--- src/rtl/s_term_edge_pkg.sv ---
// Shared definitions for the south-terminal edge ingress stage: default word
// width, bit positions of the S-term wires inside a word, and FSM states.
package s_term_edge_pkg;

  localparam int S_TERM_WIDTH = 12;

  // Bit positions of each S-term wire inside a word (bit 0 = SA0).
  localparam int SA0_IDX = 0;
  localparam int SB0_IDX = 1;
  localparam int SC0_IDX = 2;
  localparam int SD0_IDX = 3;
  localparam int SF0_IDX = 4;
  localparam int SG0_IDX = 5;
  localparam int SG1_IDX = 6;
  localparam int SH0_IDX = 7;
  localparam int SH1_IDX = 8;
  localparam int SI0_IDX = 9;
  localparam int SI1_IDX = 10;
  localparam int SI2_IDX = 11;

  typedef enum logic [1:0] {
    EMPTY   = 2'd0,
    SETTLE  = 2'd1,
    PRESENT = 2'd2
  } state_e;

endpackage

--- src/rtl/s_term_edge_fifo.sv ---
// DEPTH-entry synchronous FIFO. The caller guarantees push only when not full
// and pop only when not empty; head_o shows the oldest entry combinationally.
module s_term_edge_fifo #(
  parameter int W     = 12,
  parameter int DEPTH = 4
) (
  input  logic                   clk_i,
  input  logic                   rst_ni,
  input  logic                   push_i,
  input  logic [W-1:0]           push_data_i,
  input  logic                   pop_i,
  output logic [W-1:0]           head_o,
  output logic [$clog2(DEPTH):0] count_o
);

  localparam int PW = $clog2(DEPTH);
  localparam int CW = PW + 1;

  logic [W-1:0]  mem_q [DEPTH];
  logic [PW-1:0] wr_ptr_q, wr_ptr_d;
  logic [PW-1:0] rd_ptr_q, rd_ptr_d;
  logic [CW-1:0] count_q, count_d;

  // Next pointers and occupancy; pointers wrap naturally since DEPTH is a power of two.
  always_comb begin
    wr_ptr_d = wr_ptr_q;
    rd_ptr_d = rd_ptr_q;
    count_d  = count_q;
    if (push_i) wr_ptr_d = wr_ptr_q + PW'(1);
    if (pop_i)  rd_ptr_d = rd_ptr_q + PW'(1);
    case ({push_i, pop_i})
      2'b10:   count_d = count_q + CW'(1);
      2'b01:   count_d = count_q - CW'(1);
      default: count_d = count_q;
    endcase
  end

  // Pointer and occupancy registers; reset empties the FIFO.
  always_ff @(posedge clk_i or negedge rst_ni) begin
    if (!rst_ni) begin
      wr_ptr_q <= '0;
      rd_ptr_q <= '0;
      count_q  <= '0;
    end else begin
      wr_ptr_q <= wr_ptr_d;
      rd_ptr_q <= rd_ptr_d;
      count_q  <= count_d;
    end
  end

  // Storage array; contents are meaningless while count is zero, so no reset.
  always_ff @(posedge clk_i) begin
    if (push_i) mem_q[wr_ptr_q] <= push_data_i;
  end

  assign head_o  = mem_q[rd_ptr_q];
  assign count_o = count_q;

endmodule

--- src/rtl/s_term_edge_ingress.sv ---
// Elastic ingress stage feeding the south terminal tile's S-term wires.
// Words from the fabric edge are buffered in a FIFO, loaded into a registered
// output, held for HOLD_CYCLES to settle, then flagged valid until the fabric
// takes them. Optional build macro S_TERM_EDGE_PARITY_EN adds ext_parity /
// parity_err (even parity carried through the FIFO, checked on load).
//
// Handshake: a word is pushed at a rising UserCLK edge where ext_valid and
// ext_ready are both high; ext_ready depends only on the registered count, so
// a full FIFO refuses data even in a cycle where a pop happens. On the output
// side fabric_take consumes the presented word only while from_S_valid is high.
module s_term_edge_ingress
  import s_term_edge_pkg::*;
#(
  parameter int WIDTH       = S_TERM_WIDTH,
  parameter int DEPTH       = 4,
  parameter int HOLD_CYCLES = 2
) (
  input  logic                   UserCLK,
  input  logic                   resetn,
  input  logic [WIDTH-1:0]       ext_data,
  input  logic                   ext_valid,
  output logic                   ext_ready,
`ifdef S_TERM_EDGE_PARITY_EN
  input  logic                   ext_parity,
  output logic                   parity_err,
`endif
  input  logic                   fabric_take,
  output logic [WIDTH-1:0]       from_S_bus,
  output logic                   from_S_valid,
  output logic [$clog2(DEPTH):0] fill_level,
  output logic                   take_early,
  output logic [1:0]             dbg_state
);

  localparam int CW  = $clog2(DEPTH) + 1;
  localparam int HCW = (HOLD_CYCLES > 1) ? $clog2(HOLD_CYCLES) : 1;
  localparam logic [HCW-1:0] HOLD_RELOAD = HCW'(HOLD_CYCLES - 1);

`ifdef S_TERM_EDGE_PARITY_EN
  localparam int FW = WIDTH + 1;
`else
  localparam int FW = WIDTH;
`endif

  logic [FW-1:0]    fifo_in, fifo_head;
  logic [CW-1:0]    count;
  logic             push, pop;
  state_e           state_q, state_d;
  logic [HCW-1:0]   hold_q, hold_d;
  logic [WIDTH-1:0] bus_q, bus_d;
  logic             early_q, early_d;

`ifdef S_TERM_EDGE_PARITY_EN
  logic par_err_q, par_err_d;
  assign fifo_in = {ext_parity, ext_data};
`else
  assign fifo_in = ext_data;
`endif

  assign ext_ready = (count < CW'(DEPTH));
  assign push      = ext_valid & ext_ready;

  s_term_edge_fifo #(
    .W     (FW),
    .DEPTH (DEPTH)
  ) u_fifo (
    .clk_i       (UserCLK),
    .rst_ni      (resetn),
    .push_i      (push),
    .push_data_i (fifo_in),
    .pop_i       (pop),
    .head_o      (fifo_head),
    .count_o     (count)
  );

  // Presentation FSM: load a word, let it settle, then hold it valid until taken.
  always_comb begin
    state_d = state_q;
    hold_d  = hold_q;
    bus_d   = bus_q;
    pop     = 1'b0;
    early_d = early_q | (fabric_take & (state_q != PRESENT));
    case (state_q)
      EMPTY: begin
        if (count != '0) pop = 1'b1;
      end
      SETTLE: begin
        if (hold_q == '0) state_d = PRESENT;
        else              hold_d  = hold_q - HCW'(1);
      end
      PRESENT: begin
        if (fabric_take) begin
          if (count != '0) pop     = 1'b1;
          else             state_d = EMPTY;
        end
      end
      default: state_d = EMPTY;
    endcase
    if (pop) begin
      bus_d   = fifo_head[WIDTH-1:0];
      hold_d  = HOLD_RELOAD;
      state_d = SETTLE;
    end
  end

`ifdef S_TERM_EDGE_PARITY_EN
  // Even parity: the stored bit plus data must XOR to zero when loaded.
  always_comb begin
    par_err_d = par_err_q | (pop & (^fifo_head));
  end

  // Sticky parity error flag.
  always_ff @(posedge UserCLK or negedge resetn) begin
    if (!resetn) par_err_q <= 1'b0;
    else         par_err_q <= par_err_d;
  end

  assign parity_err = par_err_q;
`endif

  // State, hold counter, output word and sticky early-take flag.
  always_ff @(posedge UserCLK or negedge resetn) begin
    if (!resetn) begin
      state_q <= EMPTY;
      hold_q  <= '0;
      bus_q   <= '0;
      early_q <= 1'b0;
    end else begin
      state_q <= state_d;
      hold_q  <= hold_d;
      bus_q   <= bus_d;
      early_q <= early_d;
    end
  end

  assign from_S_bus   = bus_q;
  assign from_S_valid = (state_q == PRESENT);
  assign fill_level   = count;
  assign take_early   = early_q;
  assign dbg_state    = state_q;

endmodule
--- config.mk ---
export PLATFORM = sky130hd
export DESIGN_NAME = s_term_edge_ingress
export DESIGN_NICKNAME = d
export VERILOG_FILES = /design/src/rtl/s_term_edge_pkg.sv /design/src/rtl/s_term_edge_fifo.sv /design/src/rtl/s_term_edge_ingress.sv
export SDC_FILE = /design/constraint.sdc
export NUM_CORES = 1
export LEC_CHECK = 0
export BUFFER_PORTS_ARGS = -buffer_cell sky130_fd_sc_hd__buf_2
export CORE_MARGIN = 2
export CORE_UTILIZATION = 45
export DETAILED_ROUTE_END_ITERATION = 12
export PLACE_DENSITY = 0.63
export SLEW_MARGIN = 20
export SYNTH_ARGS = -nofsm -noshare
export SYNTH_HDL_FRONTEND = slang
export SYNTH_SLANG_ARGS = --single-unit
--- constraint.sdc ---
create_clock -name UserCLK -period 2.3 [get_ports UserCLK]
set_input_delay 0.46 -clock UserCLK [delete_from_list [all_inputs] [get_ports UserCLK]]
set_output_delay 0.46 -clock UserCLK [all_outputs]
set_load 0.01 [all_outputs]
# After elaboration in Yosys (flattened, before gate mapping)
# Memories as Yosys holds them, arrays and structs flattened. A register that Yosys moved wholly into a read port is not among the register bits.
# Cells that the tools add are included.
[classes] n_mux=14 addsub=5 bitwise_logic=3 n_reduce_logical=6 n_lt_le_gt_ge=1 n_eq_ne=9
[ops] cell="!= test 3 x 2 -> 1 bit, second input constant" count=3
[ops] cell="2-to-1 mux 2 bit" count=4
[ops] cell="2-to-1 mux 1 bit" count=7
[ops] cell="one-hot mux 2 bit (3 select lines)" count=1
[ops] cell="one-hot mux 3 bit (2 select lines)" count=1
[ops] cell="adder 2 x 1 -> 2 bit, second input constant" count=2
[ops] cell="== test 2 x 1 -> 1 bit, second input constant" count=2
[ops] cell="== test 2 bit, second input constant" count=2
[ops] cell="AND reduction 4 bit" count=1
[ops] cell="nonzero test 2 bit" count=2
[ops] cell="adder 3 x 1 -> 3 bit, second input constant" count=1
[ops] cell="less-than comparator 3 bit, second input constant" count=1
[ops] cell="nonzero test 3 bit" count=1
[ops] cell="subtractor 3 x 1 -> 3 bit, second input constant" count=1
[ops] cell="AND 1 bit" count=2
[ops] cell="zero test 2 bit" count=1
[ops] cell="!= test 2 x 1 -> 1 bit, second input constant" count=1
[ops] cell="!= test 2 bit, second input constant" count=1
[ops] cell="one-hot mux 1 bit (2 select lines)" count=1
[ops] cell="zero test 1 bit" count=1
[ops] cell="bitwise OR 1 bit" count=1
[ops] cell="subtractor 1 bit, second input constant" count=1
[totals] regBits=11 ram_bits=48 in_bits=16 word_cells=45 n_memories=1
[memory_table] name="u_fifo.mem_q" depth=4 width=12 read_ports=1 rd_clocked_by_memory_dff=1 write_ports=1 line="s_term_edge_fifo.sv:19" text="logic [W-1:0] mem_q [DEPTH];"

# Depth between registers and ports, before layout
# Gate-level depths: netlist of the first run.
[depth] ltp_word=6 ltp_mapped=9

# By module
# From an unflattened synthesis of the first run, not the netlist that was laid out.
[hier_totals] cells_unflattened=139 hier_area_um2=2824.0
[by_module_without_submodules] module="s_term_edge_fifo" area_each_um2=2147.1 cells_per_inst=97 n_inst=1
[by_module_without_submodules] module="s_term_edge_ingress" area_each_um2=676.9 cells_per_inst=42 n_inst=1

# Worst setup path after synthesis of the first run
# No wires, ideal clock.
[synth_path] path_type="reg2reg" start="reg state_q[1], in the netlist dbg_state[1]" end="reg u_fifo.count_q[2], in the netlist u_fifo.count_o[2]" n_path_buf=1 arrival_ps=2025 period_less_slack_ps=2105 stages_incl_launch_ff=10 setup_slack_ps=195 setup_time_ps=80 path_cell_list="dfrtp_1 nor2b_1 nor3_4 buf_6 ha_1 inv_1 fa_1 xor2_1 nor2_1 xnor2_1"
[synth_via] elab_chain_len=4 elab_cells_between_ends=7 classes_between="eq/ne (3); mux (2); reduce/logical (2)"
[synth_rtl] item="start, declared" line="s_term_edge_ingress.sv:48" text="state_e state_q, state_d;"
[synth_rtl] item="start signal, assigned" line="s_term_edge_ingress.sv:129" text="state_q <= state_d;"
[synth_rtl] item="== test 2 bit or zero test 2 bit (tied branches)" line="s_term_edge_ingress.sv:83" text="case (state_q)"
[synth_rtl] item="one-hot mux 1 bit (2 select lines) *" line="s_term_edge_ingress.sv:83"
[synth_rtl] item="== test 2 x 1 -> 1 bit or == test 2 bit (tied branches)" line="s_term_edge_fifo.sv:31" text="case ({push_i, pop_i})"
[synth_rtl] item="one-hot mux 3 bit (2 select lines) or nonzero test 2 bit (tied branches)"
[synth_rtl] item="end signal, assigned" line="s_term_edge_fifo.sv:47" text="count_q <= count_d;"
[synth_rtl] item="end, declared" line="s_term_edge_fifo.sv:22" text="logic [CW-1:0] count_q, count_d;"
# Every way passes the cells marked *; elsewhere a longest branch is shown, timed or not.
# A chain may end at the register's enable or synchronous reset.

# Final worst setup path of the first run
[layout_path] start="reg u_fifo.count_q[0], in the netlist u_fifo.count_o[0]" end="reg u_fifo.count_q[1], in the netlist u_fifo.count_o[1]"
[layout_via] elab_chain_len=6 elab_cells_between_ends=12 classes_between="add/sub (2); order compare (1); eq/ne (2); mux (4); bitwise (1); reduce/logical (2)"
[layout_rtl] item="nonzero test 3 bit" line="s_term_edge_ingress.sv:85, s_term_edge_ingress.sv:93"
[layout_rtl] item="2-to-1 mux 1 bit" line="s_term_edge_ingress.sv:85, s_term_edge_ingress.sv:93"
[layout_rtl] item="2-to-1 mux 1 bit" line="s_term_edge_ingress.sv:92" text="if (fabric_take) begin"
[layout_rtl] item="one-hot mux 1 bit (2 select lines)" line="s_term_edge_ingress.sv:83"
[layout_rtl] item="== test 2 x 1 -> 1 bit or == test 2 bit (tied branches)" line="s_term_edge_fifo.sv:31"
[layout_rtl] item="one-hot mux 3 bit (2 select lines) or nonzero test 2 bit (tied branches)"
# Parallel ways exist; a longest one is shown, timed or not.

==> results.cfg, run 1 <==
[routing]
dr_total_vias = 1381
wl_per_cell_um = 17.9
drcViolationCount = 0
dr.first_iter.drc_count = 100
antenna_left = 0
first_pass_iters = 4
wl_um = 4820
viasPerCell = 5.13

[worst_setup_path]
path_max_fanout = 4
cp.arrival_ns = 2.07
worstSetupPathType = reg -> reg
crit_chain = nor3_2 > nor3_4 > ha_1 > inv_1 > fa_1 > mux2i_1
crit_path_end_kind = flip-flop
cp_slowest_cell = dfrtp_1
cp-start-kind = flip-flop
critPathBufInv = 1
cp.required_ns = 2.55
crit_family = adder cells
slowest_delay_ns = 0.43

[synthesis]
yosys-top-cells-area = edfxtp_1, dfrtp_1, mux4_2, mux2_4, mux4_1
yosys_register_bits = 71
synth_fa_ha_area_share_pct = 2.92
syn_nets = 163
yosys-mux-area-fraction_pct = 16.3
synth_top_family_by_area = multiplexers
seq_area_frac_synth_pct = 71.3
synth-compound-area-share_pct = 1.28
ys_types = 28
netlist_area_um2 = 2830
postSynthCellCount = 141
yosys.area_share.xor_xnor_pct = 1.86
yosys.area_share.simple_pct = 3.27
synth_top_area_share_pct = 50.9
ys_warn_count = 0
synth_area_leader_cell = edfxtp_1
syn_avg_cell_area_um2 = 20.1

[cts]
cts_buffers = 9
clk-insertion-delay-late_ns = 0.34
hold_buffers = 0
cts_max_level = 3
ctsResizeCount = 0
cts_tree = yes
cts_sinks = 71
cts_root_buffer = clkbuf_8
clock_path_buffers = 2
clk_pin_slew_ns = 0.07
post-cts-setup-buffers = 0

[sta]
max_freq_mhz = 551
hold_slack_ns = 0.0960
rsz0062_at_grt = false
relSlewSlack_pct = 57.6
timing.final.crit_share_pct = 78.9
finalSetupViolCount = 0
fin_skew_ns = 0.00515
drv_slew = 0
fin_tns_setup_ns = 0
hold_viol_final = 0
fin_crit_ns = 1.81
worstMarginPinSlew_ns = 0.636

[floorplan]
initial_core_util_pct = 47.2
die_x_um = 83.3
rows = 28
die-area_um2 = 6940
coreArea_um2 = 5990
io_pins = 36
die_y_um = 83.3

[grt]
globalRoute.totalOverflow = 0
grtUsageTotal_pct = 15.7
grt_max_degree = 24
grt_pass1_wl_um = 8050
grt_pass1_vias = 1578
antenna_found_initial = 0

[layout]
nets = 211
synthToLayoutAreaGrowth_pct = 16.9
drive_gt1_share_pct = 40.7
n_antenna_cell = 0
stdcell_area_um2 = 3310

[power_and_ir_drop]
intPower_mw = 3.10
p_comb_share_pct = 33.1
swShare_pct = 30.0
p_sw_mw = 1.33
leakage_nw = 1.33
p_per_area_nw_per_um2 = 1340
clock_power_share_pct = 23.0
p_seq_share_pct = 43.9
peakVddDrop_v = 0.000696

[placement]
routabilityCongestion = 0.817
dpl.hpwl_um = 3200
port_buffers = 35
place_area_um2 = 3100

[worst_hold_path]
hold_path.class = in -> async

[job]
drv_cap = 0

[outcome]
status = complete, no violations
## worst reg2reg max path: stages, from the launching register on
cell and delay [ns]:
dfrtp_1 0.43, nor3_2 0.35, nor3_4 0.08, ha_1 0.21, inv_1 0.07, fa_1 0.41
mux2i_1 0.18
## cells in the final DEF, fill, tap and decap left out, types with 5 or more instances in the layout
master     n
inv_1     10
buf_2     35
edfxtp_1  48
mux2_4     8
buf_4      7
dfrtp_1   23
ha_1       5
mux4_2     8
clkbuf_8  12
## final cells by class
class	instances	area, um^2
clock buffers	13	169
clock inverters	3	40.0
fillers	487	2680
inverters	10	37.5
multi-input cells	55	724
flip-flops and latches	71	2020
well taps	75	93.8
repair buffers	42	228
## per-layer routing
metal  GRT usage [%]  part of all wire [%]  vias to the layer above
li1                -                     -                      623
met1            18.7                    40                      713
met3            4.57                   4.6                       11
met2            26.0                    54                       34
met4            8.05                   2.1                        0
met5               0                     0                        -
## synthesized netlist by cell type, drive strengths merged
cell     count
o2bb2ai      1
and2         4
clkbuf       1
nor2b        3
xor2         3
a21o         1
nand2        1
dfrtp       23
fa           1
mux2i        1
ha           5
xnor2        3
nor2         1
nand2b       1
o21ai        1
inv         10
buf          4
nor4b        1
o21bai       2
mux2        12
nor3         2
mux4        12
edfxtp      48
## power groups by stage
stage               Sequential, mW  Combinational (mW)  Clock (mW)
finish                        1.94                1.46        1.02
global route                  1.99                1.61        1.11
CTS                           1.95                1.50        1.05
detailed placement            1.98                1.49           0
global placement              1.95                1.43           0
floorplan                     1.95                1.10           0
## per-stage QoR
step	utilization (%)	instances	worst slack, ns	power, mW
floorplan	-	141	0.195	3.04
global placement	51.8	253	0.465	3.38
detailed placement	51.8	253	0.416	3.47
CTS	55.2	269	0.484	4.49
global route	55.2	269	0.361	4.70
finish	55.2	269	0.486	4.43
## state kept, by name, summed over array words and instances (netlist names)
| register | flops |
|---|---|
| from_S_bus | 12 |
| take_early | 1 |
| u_fifo.rd_ptr_q | 2 |
| u_fifo.mem_q | 48 |
| u_fifo.count_o | 3 |
| u_fifo.wr_ptr_q | 2 |
| dbg_state | 2 |
| hold_q | 1 |
## cell families after synthesis
kind of cell,Yosys count
xor+xnor,6
compound gates,5
mux,25
buf+inv,15
fa+ha+maj,6
simple gates,13
flops,71
## path summary, 6_finish.rpt
check | start | to | slack [ns] | cells past startpoint
min in group UserCLK | ext_data[5] | u_fifo.mem_q[3][5]$_DFFE_PP_ | 0.33 | 1
hold / removal | resetn | from_S_bus[8]$_DFFE_PN0P_ | 0.1 | 1
max in group asynchronous | resetn | from_S_bus[5]$_DFFE_PN0P_ | 1.84 | 1
setup / recovery | u_fifo.count_o[0]$_DFFE_PN0P_ | u_fifo.count_o[1]$_DFFE_PN0P_ | 0.49 | 6
setup reg to reg | u_fifo.count_o[0]$_DFFE_PN0P_ | u_fifo.count_o[1]$_DFFE_PN0P_ | 0.49 | 6
hold reg to reg | take_early$_DFF_PN0_ | take_early$_DFF_PN0_ | 0.48 | 1
Power figures use the tool's default switching activity.
==> run 2, diff against run 1 <==
--- a/config.mk
+++ b/config.mk
@@ -9,7 +9,7 @@
 export CORE_MARGIN = 2
 export CORE_UTILIZATION = 45
 export DETAILED_ROUTE_END_ITERATION = 12
-export PLACE_DENSITY = 0.63
+export PLACE_DENSITY = 0.65
 export SLEW_MARGIN = 20
 export SYNTH_ARGS = -nofsm -noshare
 export SYNTH_HDL_FRONTEND = slang
==> constraint.sdc (replaced) <==
create_clock -name UserCLK -period 1.55 [get_ports UserCLK]
set_input_delay 0.31 -clock UserCLK [delete_from_list [all_inputs] [get_ports UserCLK]]
set_output_delay 0.31 -clock UserCLK [all_outputs]
set_load 0.01 [all_outputs]
==> results.cfg, run 2 (synthesis gave the netlist of run 1 again) <==
[worst_setup_path]
crit_chain = nor2b_4 > nor3_4 > ha_4 > inv_2 > fa_2 > xor2_1 > nor2_1 > xnor2_1
worstSetupPathType = reg -> reg
path_max_fanout = 2
slowest_delay_ns = 0.39
crit_cells = 8
cp_slowest_cell = dfrtp_1
critPathCapture = u_fifo.count_o[2]$_DFFE_PN0P_
critPathBufInv = 1
crit_family = adder cells
r2r_end = u_fifo.count_o[2]$_DFFE_PN0P_
reg2reg_depth = 8
r2r_slack_ns = -0.15
cp-start-kind = flip-flop
cp.arrival_ns = 1.97
reg2reg_from = dbg_state[1]$_DFFE_PN0P_
crit_path_end_kind = flip-flop
cp.required_ns = 1.82
critPathLaunch = dbg_state[1]$_DFFE_PN0P_

[grt]
grtUsageTotal_pct = 14.6
antenna_found_initial = 0
globalRoute.totalOverflow = 0
grt_max_degree = 24
grt_pass1_wl_um = 7340
grt_pass1_vias = 1497

[floorplan]
io_pins = 36
coreArea_um2 = 5990
die-area_um2 = 6940
rows = 28
die_x_um = 83.3
die_y_um = 83.3
initial_core_util_pct = 47.2

[cts]
clk-insertion-delay-late_ns = 0.34
clock_path_buffers = 2
cts_max_level = 3
cts_sinks = 71
cts_root_buffer = clkbuf_8
clk_pin_slew_ns = 0.07
cts_buffers = 9
cts_tree = yes

[power_and_ir_drop]
clock_power_share_pct = 18.3
p_comb_share_pct = 40.0
swShare_pct = 30.5
p_sw_mw = 2.03
peakVddDrop_v = 0.00111
power_mw = 6.66
p_per_area_nw_per_um2 = 1920
intPower_mw = 4.62
leakage_nw = 1.39
p_seq_share_pct = 41.7

[sta]
relSlewSlack_pct = 61.7
setup_ws_ns = -0.153
fin_skew_ns = 0.00688
max_freq_mhz = 587
finalSetupViolCount = 2
hold_viol_final = 0
fin_crit_ns = 1.70
drv_slew = 0
hold_slack_ns = 0.180
rsz0062_at_grt = true
worstMarginPinSlew_ns = 0.574
timing.final.crit_share_pct = 110

[layout]
n_antenna_cell = 0
largest_reg_flops = 48
drive_gt1_share_pct = 45.4
fillers = 452
nets = 222
final_util_pct = 58.0
synthToLayoutAreaGrowth_pct = 22.8
final_common_cell = edfxtp_1
stdcell_area_um2 = 3480
regMostFlops = u_fifo.mem_q
final_cell_mix = edfxtp_1, buf_2, dfrtp_1

[placement]
routabilityCongestion = 0.755
dpl.hpwl_um = 2970
port_buffers = 35
place_area_um2 = 3270

[routing]
antenna_left = 0
drcViolationCount = 0
viasPerCell = 4.95
dr_total_vias = 1387
first_pass_iters = 4
dr.first_iter.drc_count = 101
wl_per_cell_um = 16.1
wl_um = 4510

[worst_hold_path]
hold_path.class = in -> reg

[job]
drv_cap = 0

[outcome]
status = finished, violations left
violations = negative setup slack
## run 2: changes by cell type in the layout (fill, tap and decap cells not counted), moves of 2 or more
cell,delta
nor2b_1,-3
buf_12,+6
buf_4,+4
nor2b_4,+3
clkinv_4,+2
clkbuf_8,-3
clkinv_1,+2
## run 2: how the worst min path moves through the flow
stage	end	startpoint	cells past startpoint	slack, ns
global placement	from_S_bus[8]$_DFFE_PN0P_	resetn	1	0.32
detailed placement	from_S_bus[7]$_DFFE_PN0P_	resetn	1	0.33
finish	u_fifo.mem_q[0][5]$_DFFE_PP_	ext_data[5]	1	0.18
global route	u_fifo.mem_q[3][11]$_DFFE_PP_	ext_data[11]	1	0.16
CTS	u_fifo.mem_q[3][0]$_DFFE_PP_	ext_data[0]	1	0.17
floorplan	dbg_state[0]$_DFFE_PN0P_	resetn	0	0.01
## run 2: cell type report
type | instances | area [um^2] | share of cell area [%]
inverter | 10 | 37.5 | 1.08
timing repair buffer | 53 | 394 | 11.3
sequential | 71 | 2020 | 58.0
clock inverter | 6 | 37.5 | 1.08
multi-input combinational | 55 | 768 | 22.1
clock buffer | 10 | 128 | 3.67
tap | 75 | 93.8 | 2.70
## run 2: power groups by stage
stage | sequential [mW] | combinational, mW | clock, mW
final | 2.78 | 2.66 | 1.22
after global routing | 2.82 | 2.94 | 1.34
after CTS | 2.77 | 2.67 | 1.26
after detailed placement | 2.80 | 2.65 | 0
after global placement | 2.77 | 2.58 | 0
after floorplan | 2.89 | 1.68 | 0
## run 2: through the flow
step | setup TNS, ns | setup slack (ns) | cells
finish | -0.209 | -0.153 | 280
global route | -0.636 | -0.263 | 280
CTS | -0.304 | -0.186 | 280
detailed placement | -0.282 | -0.190 | 262
global placement | -0.169 | -0.126 | 262
floorplan | -0.881 | -0.488 | 141
## run 2: what timing repair did
item | 4_1_cts | 5_1_grt
buffers inserted | 1 | 1
pin swaps | 3 | 1
setup endpoints to repair | 8 | 15
hold buffers | 1 | 0
hold endpoints to repair | 23 | 0
gates resized for setup | 1 | 5
## run 2: routing by layer
layer  vias up  global-route usage, %  share of wire [%]  routed length (um)
li1        650                      -                  -                   -
met1       696                   16.1                 41                1830
met2        34                   24.7                 52                2360
met3         7                   7.06                5.7                 257
met4         0                   4.92                1.5                  66
met5         -                      0                  0                   0
==> run 3, diff against run 2 <==
--- a/config.mk
+++ b/config.mk
@@ -9,7 +9,7 @@
 export CORE_MARGIN = 2
 export CORE_UTILIZATION = 45
 export DETAILED_ROUTE_END_ITERATION = 12
-export PLACE_DENSITY = 0.65
+export PLACE_DENSITY = 0.63
 export SLEW_MARGIN = 20
 export SYNTH_ARGS = -nofsm -noshare
 export SYNTH_HDL_FRONTEND = slang
==> constraint.sdc (replaced) <==
create_clock -name UserCLK -period 1.7 [get_ports UserCLK]
set_input_delay 0.34 -clock UserCLK [delete_from_list [all_inputs] [get_ports UserCLK]]
set_output_delay 0.34 -clock UserCLK [all_outputs]
set_load 0.01 [all_outputs]
==> results.cfg, run 3 (synthesis gave the netlist of run 1 again) <==
[outcome]
status = finished, violations left
violations = negative setup slack

[layout]
drive_gt1_share_pct = 45.4
fillers = 472
nets = 224
final_cell_mix = edfxtp_1, buf_2, dfrtp_1
n_antenna_cell = 0
final_common_cell = edfxtp_1
synthToLayoutAreaGrowth_pct = 21.0
fin_cells = 282
largest_reg_flops = 48
regMostFlops = u_fifo.mem_q

[sta]
finalSetupViolCount = 1
drv_slew = 0
worstMarginPinSlew_ns = 0.575
setup_ws_ns = -0.00635
fin_skew_ns = 0.0104
relSlewSlack_pct = 61.6
timing.final.crit_share_pct = 100
fin_tns_setup_ns = -0.00635
fin_crit_ns = 1.71
hold_viol_final = 0
rsz0062_at_grt = true
max_freq_mhz = 586

[power_and_ir_drop]
p_per_area_nw_per_um2 = 1780
power_mw = 6.10
p_sw_mw = 1.80
peakVddDrop_v = 0.00112
swShare_pct = 29.5
intPower_mw = 4.30
clock_power_share_pct = 20.5
p_comb_share_pct = 38.4
leakage_nw = 1.39
p_seq_share_pct = 41.2

[floorplan]
io_pins = 36
initial_core_util_pct = 47.2
die-area_um2 = 6940
rows = 28
die_y_um = 83.3
die_x_um = 83.3
coreArea_um2 = 5990

[grt]
met3_usage_pct = 4.67
use_met2_pct = 24.6
grt_max_degree = 24
top_usage_layer = met2
grt_pass1_wl_um = 7510
antenna_found_initial = 0
grtUsageTotal_pct = 14.7
use_met1_pct = 16.8
grt_pass1_vias = 1545
globalRoute.totalOverflow = 0

[worst_setup_path]
reg2reg_depth = 8
cp-start-kind = flip-flop
cp_slowest_cell = dfrtp_1
r2r_end = u_fifo.count_o[2]$_DFFE_PN0P_
r2r_slack_ns = -0.006
worstSetupPathType = reg -> reg
crit_chain = nor2b_4 > nor3_4 > ha_4 > inv_2 > fa_2 > xor2_1 > nor2_1 > xnor2_1
path_max_fanout = 2
cp.required_ns = 1.96
slowest_delay_ns = 0.39
crit_path_end_kind = flip-flop
cp.arrival_ns = 1.96
reg2reg_from = dbg_state[1]$_DFFE_PN0P_

[routing]
dr_total_vias = 1405
first_pass_iters = 4
wl_um = 4700
viasPerCell = 4.98
drcViolationCount = 0
antenna_left = 0
dr.first_iter.drc_count = 33
wl_per_cell_um = 16.6

[cts]
clk-insertion-delay-late_ns = 0.33
clk_pin_slew_ns = 0.07
hold_buffers = 0
cts_max_level = 3
clock_path_buffers = 2
cts_root_buffer = clkbuf_8
cts_sinks = 71
cts_buffers = 9
cts_tree = yes

[placement]
dpl.hpwl_um = 3170
port_buffers = 35
routabilityCongestion = 0.826
placed_cells = 264

[job]
drv_cap = 0

[worst_hold_path]
hold_path.class = in -> async
-- run 3: power groups by stage --
stage	logic [mW]	clock network, mW	registers (mW)
floorplan	1.54	0	2.63
global placement	2.27	0	2.52
detailed placement	2.36	0	2.55
CTS	2.39	1.29	2.52
global route	2.57	1.36	2.55
finish	2.34	1.25	2.51
-- run 3: routing by layer --
layer,part of all wire (%),vias to the layer above
li1,-,658
met1,42,705
met2,51,35
met3,5.6,7
met4,1.9,0
met5,0,-
-- run 3: worst max-delay path by stage --
| stage | from | to | slack [ns] | cells past startpoint |
|---|---|---|---|---|
| global placement | fabric_take | u_fifo.count_o[2]$_DFFE_PN0P_ | 0.01 | 9 |
| CTS | dbg_state[1]$_DFFE_PN0P_ | u_fifo.count_o[2]$_DFFE_PN0P_ | -0.02 | 8 |
| detailed placement | fabric_take | u_fifo.count_o[2]$_DFFE_PN0P_ | -0.03 | 9 |
| finish | dbg_state[1]$_DFFE_PN0P_ | u_fifo.count_o[2]$_DFFE_PN0P_ | -0.006 | 8 |
| floorplan | dbg_state[1]$_DFFE_PN0P_ | u_fifo.count_o[2]$_DFFE_PN0P_ | -0.34 | 9 |
| global route | dbg_state[1]$_DFFE_PN0P_ | u_fifo.count_o[2]$_DFFE_PN0P_ | -0.13 | 8 |
-- run 3: layout make-up --
class                   instances  area (um^2)  share of cell area, %
inverters                      10         37.5                   1.10
flip-flops and latches         71         2020                   58.9
well taps                      75         93.8                   2.74
multi-input cells              55          747                   21.8
clock buffers                  16          190                   5.56
repair buffers                 55          338                   9.87
-- run 3: repair_timing --
action	CTS	global route
gates cloned	0	0
gates resized for setup	0	0
endpoints found under the setup margin	1	6
setup buffers	2	1
pin swaps	4	1
-- run 3: worst max-delay path, delay by kind of cell, from the launching register on --
kind | cells | cell delay [ns]
XOR/XNOR | 2 | 0.27
adder cells (fa/ha/maj) | 2 | 0.48
buffers and inverters | 1 | 0.03
flip-flops | 1 | 0.39
AND/OR/NAND/NOR | 3 | 0.46
-- run 3: metrics by stage --
stage / utilization (%) / worst slack (ns) / area, um^2 / hold slack, ns
floorplan: - / -0.338 / 2850 / 0.0444
global route: 57.1 / -0.130 / 3420 / 0.0370
global placement: 53.7 / 0.0129 / 3220 / 0.363
CTS: 57.1 / -0.0180 / 3420 / 0.00714
detailed placement: 53.7 / -0.0260 / 3220 / 0.377
finish: 57.1 / -0.00635 / 3420 / 0.00185
